### config.mk
export PLATFORM = sky130hd
export DESIGN_NAME = vga_text_fetch
export DESIGN_NICKNAME = d
export VERILOG_FILES = /design/src/rtl/vga_text_fetch.sv
export SDC_FILE = /design/constraint.sdc
export NUM_CORES = 1
export LEC_CHECK = 0
export ABC_AREA = 1
export BUFFER_PORTS_ARGS = -buffer_cell sky130_fd_sc_hd__buf_4
export CORE_ASPECT_RATIO = 1.4
export CORE_MARGIN = 3
export CORE_UTILIZATION = 52
export DETAILED_ROUTE_END_ITERATION = 12
export PLACE_DENSITY = 0.82
export SLEW_MARGIN = 5
export SYNTH_ARGS = -nofsm -noshare
export SYNTH_HDL_FRONTEND = slang
export SYNTH_SLANG_ARGS = --single-unit
### constraint.sdc
create_clock -name pix_clk -period 2.1 [get_ports pix_clk]
set_input_delay 0.105 -clock pix_clk [delete_from_list [all_inputs] [get_ports pix_clk]]
set_output_delay 0.105 -clock pix_clk [all_outputs]
set_load 0.01 [all_outputs]
### src/rtl/vga_text_fetch.sv
// Text-mode cell fetcher: maps raster coordinates to a character-buffer read
// and presents char/colours/tile coordinates aligned to the pixel generator.
module vga_text_fetch #(
  parameter int COLS         = 40,
  parameter int ROWS         = 30,
  parameter int BLINK_FRAMES = 30,
  parameter int SYNC_DELAY   = 3
) (
  input  logic        pix_clk,
  input  logic        rst_n,
  input  logic        en,
  input  logic        vid_active_in,
  input  logic [9:0]  pix_x,
  input  logic [9:0]  pix_y,
  input  logic        hsync_in,
  input  logic        vsync_in,
  input  logic        cursor_en,
  input  logic [5:0]  cursor_col,
  input  logic [4:0]  cursor_row,
  output logic [10:0] buf_addr,
  input  logic [30:0] buf_data,
  output logic [6:0]  char,
  output logic [11:0] char_color,
  output logic [11:0] back_color,
  output logic        vid_active,
  output logic [3:0]  tile_x,
  output logic [3:0]  tile_y,
  output logic        hsync_out,
  output logic        vsync_out
);

  localparam logic [6:0] COLS_L      = 7'(COLS);
  localparam logic [5:0] ROWS_L      = 6'(ROWS);
  localparam logic [5:0] BLINK_LAST  = 6'(BLINK_FRAMES - 1);

  logic [5:0]  col;
  logic [4:0]  row;
  logic        cell_ok;
  logic        cursor_hit;
  logic [10:0] addr_next;

  logic        s1_valid;
  logic        s1_hit;
  logic [3:0]  s1_tile_x;
  logic [3:0]  s1_tile_y;

  logic [5:0]  frame_cnt;
  logic        blink_on;
  logic        vsync_prev;
  logic        vsync_fall;

  logic [SYNC_DELAY-1:0] hs_sr;
  logic [SYNC_DELAY-1:0] vs_sr;

  // row*40 built from two shifts so no multiplier is inferred
  always_comb begin
    col        = pix_x[9:4];
    row        = pix_y[8:4];
    cell_ok    = vid_active_in && en && ({1'b0, col} < COLS_L) && ({1'b0, row} < ROWS_L);
    cursor_hit = cursor_en && (col == cursor_col) && (row == cursor_row);
    addr_next  = {1'b0, row, 5'b0} + {3'b0, row, 3'b0} + {5'b0, col};
  end

  always_ff @(posedge pix_clk or negedge rst_n) begin
    if (!rst_n) begin
      buf_addr  <= '0;
      s1_valid  <= 1'b0;
      s1_hit    <= 1'b0;
      s1_tile_x <= '0;
      s1_tile_y <= '0;
    end else begin
      buf_addr  <= cell_ok ? addr_next : 11'd0;
      s1_valid  <= cell_ok;
      s1_hit    <= cell_ok && cursor_hit;
      s1_tile_x <= pix_x[3:0];
      s1_tile_y <= pix_y[3:0];
    end
  end

  // buf_data arrives one cycle after buf_addr, lining up with the stage-1 flags
  always_ff @(posedge pix_clk or negedge rst_n) begin
    if (!rst_n) begin
      char       <= '0;
      char_color <= '0;
      back_color <= '0;
      vid_active <= 1'b0;
      tile_x     <= '0;
      tile_y     <= '0;
    end else if (s1_valid) begin
      char       <= buf_data[30:24];
      vid_active <= 1'b1;
      tile_x     <= s1_tile_x;
      tile_y     <= s1_tile_y;
      if (s1_hit && blink_on) begin
        char_color <= buf_data[11:0];
        back_color <= buf_data[23:12];
      end else begin
        char_color <= buf_data[23:12];
        back_color <= buf_data[11:0];
      end
    end else begin
      char       <= '0;
      char_color <= '0;
      back_color <= '0;
      vid_active <= 1'b0;
      tile_x     <= '0;
      tile_y     <= '0;
    end
  end

  assign vsync_fall = vsync_prev && !vsync_in;

  // frame counter and blink phase freeze while fetching is disabled
  always_ff @(posedge pix_clk or negedge rst_n) begin
    if (!rst_n) begin
      vsync_prev <= 1'b1;
      frame_cnt  <= '0;
      blink_on   <= 1'b1;
    end else begin
      vsync_prev <= vsync_in;
      if (en && vsync_fall) begin
        if (frame_cnt == BLINK_LAST) begin
          frame_cnt <= '0;
          blink_on  <= !blink_on;
        end else begin
          frame_cnt <= frame_cnt + 6'd1;
        end
      end
    end
  end

  always_ff @(posedge pix_clk or negedge rst_n) begin
    if (!rst_n) begin
      hs_sr <= '1;
      vs_sr <= '1;
    end else begin
      hs_sr[0] <= hsync_in;
      vs_sr[0] <= vsync_in;
      for (int i = 1; i < SYNC_DELAY; i++) begin
        hs_sr[i] <= hs_sr[i-1];
        vs_sr[i] <= vs_sr[i-1];
      end
    end
  end

  assign hsync_out = hs_sr[SYNC_DELAY-1];
  assign vsync_out = vs_sr[SYNC_DELAY-1];

endmodule
* Word-level counts from Yosys, hierarchy flattened
Cells that the tools add are included.
Word-level totals: output and inout port bits 53, ROM bits 0, logic and storage cells 46, memories kept 0, bits in registers 75, RAM bits 0, bits in latches 0
Operators by class: multipliers 0, equal/unequal tests 3, reductions and logical operators 12, shift-type cells 0, add/subtract/negate cells 3, bitwise logic cells 0, mux-type cells 10, order comparisons 2, div/mod/pow operators 0
Operators with widths (count):
- 12-bit 2-to-1 mux | 4
- 10-bit by 8-bit adder with 11-bit output | 1
- 11-bit by 6-bit adder with 11-bit output | 1
- 11-bit 2-to-1 mux | 1
- 1-bit logical AND | 9
- 4-bit 2-to-1 mux | 2
- 7-bit 2-to-1 mux | 1
- 6-bit by 1-bit adder with 6-bit output (second input constant) | 1
- 6-bit by 5-bit equality test with 1-bit output (second input constant) | 1
- 6-bit equality test | 1
- 6-bit < comparator (second input constant) | 1
- 6-bit 2-to-1 mux | 1
- 5-bit equality test | 1
- 5-bit < comparator (second input constant) | 1
- 1-bit zero test | 2
- 2-bit AND reduction | 1
- 1-bit 2-to-1 mux | 1

* Longest topological paths before layout
depth in word-level cells 4, gate-level depth with buffers 11

* Worst setup path after synthesis
No wires, ideal clock.
path kind input port to flip-flop, start input pix_x[9], end register buf_addr[8], slack 0.493 ns, arrival 1.483 ns, stages 8, library setup time 0.124 ns, path through inv_1 > fa_1 > fa_1 > inv_1 > nand3_1 > nand2_1 > xnor2_1 > nor2_1
Between the ends: word-level cells in the longest chain between the ends 4, elaborated cells on any way between the ends 5, those cells by class add/sub (1); order compare (1); mux (1); reduce/logical (2)
Ends and longest elaborated chain:
- from (decl) | RTL line 13 | input logic [9:0] pix_x,
- parallel branches: the longest is 3 deep, another holds 11-bit by 6-bit adder with 11-bit output
- 11-bit 2-to-1 mux * | RTL line 72 | buf_addr <= cell_ok ? addr_next : 11'd0;
- to (signal assigned) | RTL line 72
- to (decl) | RTL line 20 | output logic [10:0] buf_addr,
Mark *: on every way between the ends. A chain may end at the register's enable or synchronous reset.

* Worst setup path in the final report
start register blink_on, end register back_color[10]
Between the ends: word-level cells in the longest chain between the ends 3
Ends and longest elaborated chain:
- from (decl) | RTL line 48 | logic blink_on;
- from (signal assigned) | RTL line 124 | blink_on <= !blink_on;
- 1-bit logical AND | RTL line 94 | if (s1_hit && blink_on) begin
- 12-bit 2-to-1 mux | RTL line 94
- 12-bit 2-to-1 mux | RTL line 89 | end else if (s1_valid) begin
- to (signal assigned) | RTL line 96 | back_color <= buf_data[23:12];
- to (signal assigned) | RTL line 99 | back_color <= buf_data[11:0];
- to (decl) | RTL line 24 | output logic [11:0] back_color,
No other way between the ends.

==> flow_summary.yaml <==
place:
  io_buffers: 120
  dp_hpwl_um: 5394
  gp_congestion: 0.8321
timing:
  setup_viol: 0
  tightestPinTransition_ns: 0.4286
  period_minus_slack_ns: 1.547
  drv_slew: 0
  clock_skew_ns: 0.01678
  clock.fmax_mhz: 646.3
  slew_headroom_pct: 71.32
  finalHoldViolations: 0
  setup_tns_ns: 0
  post-route-period-util_pct: 73.68
  rsz0062_at_grt: "false"
synth:
  syn-cell-area_um2: 3177
  synth_cell_type_count: 28
  synth_seq_area_share_pct: 58.57
  synth_top_family_by_area: "simple AND/OR/NAND/NOR gates"
  synth_compound_area_share_pct: 5.711
  synth_cells: 345
  synth_nets: 427
  synthSimpleGateAreaFrac_pct: 20.87
  synthAdderAreaFrac_pct: 5.593
  avgSynthCellArea_um2: 9.208
  ys_warn_count: 0
  synth_mux_area_share_pct: 0
  synthXorXnorAreaFrac_pct: 1.654
  ys_seq_elements: 74
finish:
  synthToLayoutAreaGrowth_pct: 49.51
  seqCellArea_um2: 1861
  final_nets: 591
  antenna_cells: 0
  multi_input_area_um2: 1075
  fill_cells: 367
  drive_above_1_share_pct: 30.16
route:
  firstDrtPassIters: 4
  drt_iter0_markers: 273
  num_vias: 2890
  wl_um: 9054
  post-route-drc-count: 0
  wire_per_inst_um: 15.50
  ant_nets: 0
  via_per_inst: 4.949
floorplan:
  core-area_um2: 5904
  start_util_pct: 53.80
  io_pins: 122
  dieArea_um2: 7096
  rows: 33
  die_w_um: 72.06
  fp.dieH_um: 98.48
cts:
  clkLatencyLatePin_ns: 0.36
  cts-root-buf: "clkbuf_8"
  post_cts_buffers: 0
  cts_tree: "built"
  cts_buffers: 9
  clkSinkCount: 74
  cts_buffer_depth: 2
  clkTransAtPathRegs_ns: 0.08
  htree_levels: 3
power_and_ir_drop:
  p_sw_w: 0.0009753
  swShare_pct: 28.84
  internal-power_w: 0.002407
  max-vdd-ir-drop_mv: 0.3896
  fin_total_pwr_w: 0.003382
  powerDensity_nw_per_um2: 712.1
  combPwrFrac_pct: 19.3
  cellLeakagePower_nw: 2.662
  p_seq_share_pct: 47.5
  clkPwrFrac_pct: 33.1
grt:
  antenna_found_initial: 0
  grt_max_degree: 75
  use_met3_pct: 7.245
  grtUsageTotal_pct: 27.16
  grt_busiest_layer: "met2"
  grtUsageMet1_pct: 27.60
  grt_pass1_wl_um: 14620
  grt_pass1_vias: 3105
  grtUsageMet2_pct: 50.11
  grt_overflow: 0
worst_setup_path:
  r2r_cells: 4
  crit_path_max_fanout: 25
  critPathLaunch: "blink_on"
  reg2reg_slack_ns: 0.55
  worstReg2RegEnd: "back_color[10]"
  endpoint: "back_color[10]"
  cp.arrival_ns: 1.82
  crit_type: "reg -> reg"
  required_ns: 2.37
  r2r-start: "blink_on"
  start_kind: "register"
  crit_path_end_kind: "register"
hold_path:
  hp-class: "in -> reg"
flow_run:
  cap_viol_max_count: 0
status:
  status: "finished, final reports clean"
==> layout make-up <==
cell class / count / share of cell area (%)
well taps: 70 / 1.844
multi-input cells: 208 / 22.63
clock inverters: 7 / 1.633
repair buffers: 161 / 27.77
clock buffers: 9 / 2.608
inverters: 55 / 4.347
flip-flops and latches: 74 / 39.17
==> power groups by stage <==
stage          sequential [W]  clock (W)  combinational, W
6_report              0.00161    0.00112          0.000654
5_1_grt               0.00162    0.00122          0.000726
4_1_cts               0.00160    0.00113          0.000645
3_5_place_dp          0.00163          0          0.000583
3_3_place_gp          0.00162          0          0.000556
2_1_floorplan         0.00163          0          0.000297
==> cell usage after synthesis <==
master	instances	area [µm²]
nor2_2	2	12.51
nand3b_1	1	7.510
nand2_2	2	12.51
buf_2	4	20.02
nand2_1	61	229.0
dfrtp_1	67	1677
nor2_8	1	20.02
inv_1	54	202.7
nor2_4	1	11.26
dfstp_2	7	183.9
and3_1	1	6.260
o21ai_1	7	35.03
o22ai_1	1	6.260
clkbuf_1	4	15.01
nand4_2	1	12.51
nand4_1	3	18.77
o21ai_2	1	8.760
inv_2	1	3.750
nor2_1	71	266.5
a31oi_1	1	6.260
nand3_1	7	35.03
nand4_4	1	21.27
a21oi_1	7	35.03
ha_1	11	137.6
xnor2_1	6	52.55
nor3_1	2	10.01
o21ai_0	18	90.09
fa_1	2	40.04
==> cell families (layout without fill, tap and decap cells) <==
kind of cell / Yosys count / after routing
buf+inv: 63 / 232
simple gates: 154 / 154
fa+ha+maj: 13 / 13
flops: 74 / 74
xor+xnor: 6 / 6
compound gates: 35 / 35
==> worst max-delay path, stage by stage (launching register included) <==
cell and delay, ns:
dfstp_2 0.56, nand2_2 0.25, inv_2 0.42, nor2_1 0.07, nor2_1 0.16
==> sequential cells by signal (all words and copies together), names as in the netlist <==
signal	flops
s1_valid	1
tile_x	4
s1_tile_x	4
buf_addr	11
char	7
back_color	12
hs_sr	3
tile_y	4
vid_active	1
frame_cnt	6
s1_hit	1
char_color	12
blink_on	1
s1_tile_y	4
vs_sr	3
==> per-layer routing <==
metal	part of all wire (%)	routed length, µm
met5	0	0
met4	3.4	308
met3	6.8	616
met2	55	4996
met1	35	3132
==> stage by stage <==
| step | area (µm²) | cells | util, % | hold WS (ns) | setup slack, ns |
|---|---|---|---|---|---|
| after global placement | 4158 | 529 | 70.42 | 0.1436 | 0.3128 |
| after floorplan | 3177 | 345 | - | -0.1906 | 0.4935 |
| after global routing | 4750 | 584 | 80.44 | 0.01765 | 0.3681 |
| final | 4750 | 584 | 80.44 | 0.01042 | 0.5528 |
| after CTS | 4750 | 584 | 80.44 | 0.000001305 | 0.5940 |
| after detailed placement | 4158 | 529 | 70.42 | 0.1469 | 0.2819 |
==> worst min path at each step <==
stage | from | end | slack (ns) | cells past startpoint
after floorplan | rst_n | back_color[0] | -0.19 | 0
after global placement | rst_n | char_color[3] | 0.14 | 2
after detailed placement | rst_n | char_color[3] | 0.15 | 2
after CTS | buf_data[8] | back_color[8] | 0.000001 | 3
after global routing | buf_data[0] | back_color[0] | 0.02 | 3
final | buf_data[0] | back_color[0] | 0.01 | 3
==> layout by cell type, fill, tap and decap left out <==
cell / netlist / routed
a21oi_1: 7 / 7
a31oi_1: 1 / 1
and3_1: 1 / 1
buf_12: 0 / 1
buf_4: 0 / 121
bufinv_16: 0 / 1
clkbuf_8: 0 / 9
clkinv_2: 0 / 1
clkinvlp_4: 0 / 3
dfrtp_1: 67 / 67
dfstp_2: 7 / 7
dlygate4sd3_1: 0 / 39
fa_1: 2 / 2
ha_1: 11 / 11
inv_1: 54 / 54
inv_2: 1 / 1
inv_6: 0 / 1
inv_8: 0 / 1
nand2_1: 61 / 61
nand2_2: 2 / 2
nand3_1: 7 / 7
nand3b_1: 1 / 1
nand4_1: 3 / 3
nand4_2: 1 / 1
nand4_4: 1 / 1
nor2_1: 71 / 71
nor2_2: 2 / 2
nor2_4: 1 / 1
nor2_8: 1 / 1
nor3_1: 2 / 2
o21ai_0: 18 / 18
o21ai_1: 7 / 7
o21ai_2: 1 / 1
o22ai_1: 1 / 1
xnor2_1: 6 / 6
==> what timing repair did <==
item	in CTS	in global routing
resized for setup	0	0
hold endpoints to repair	105	0
hold buffers	39	0
(Power assumes the default switching activity.)
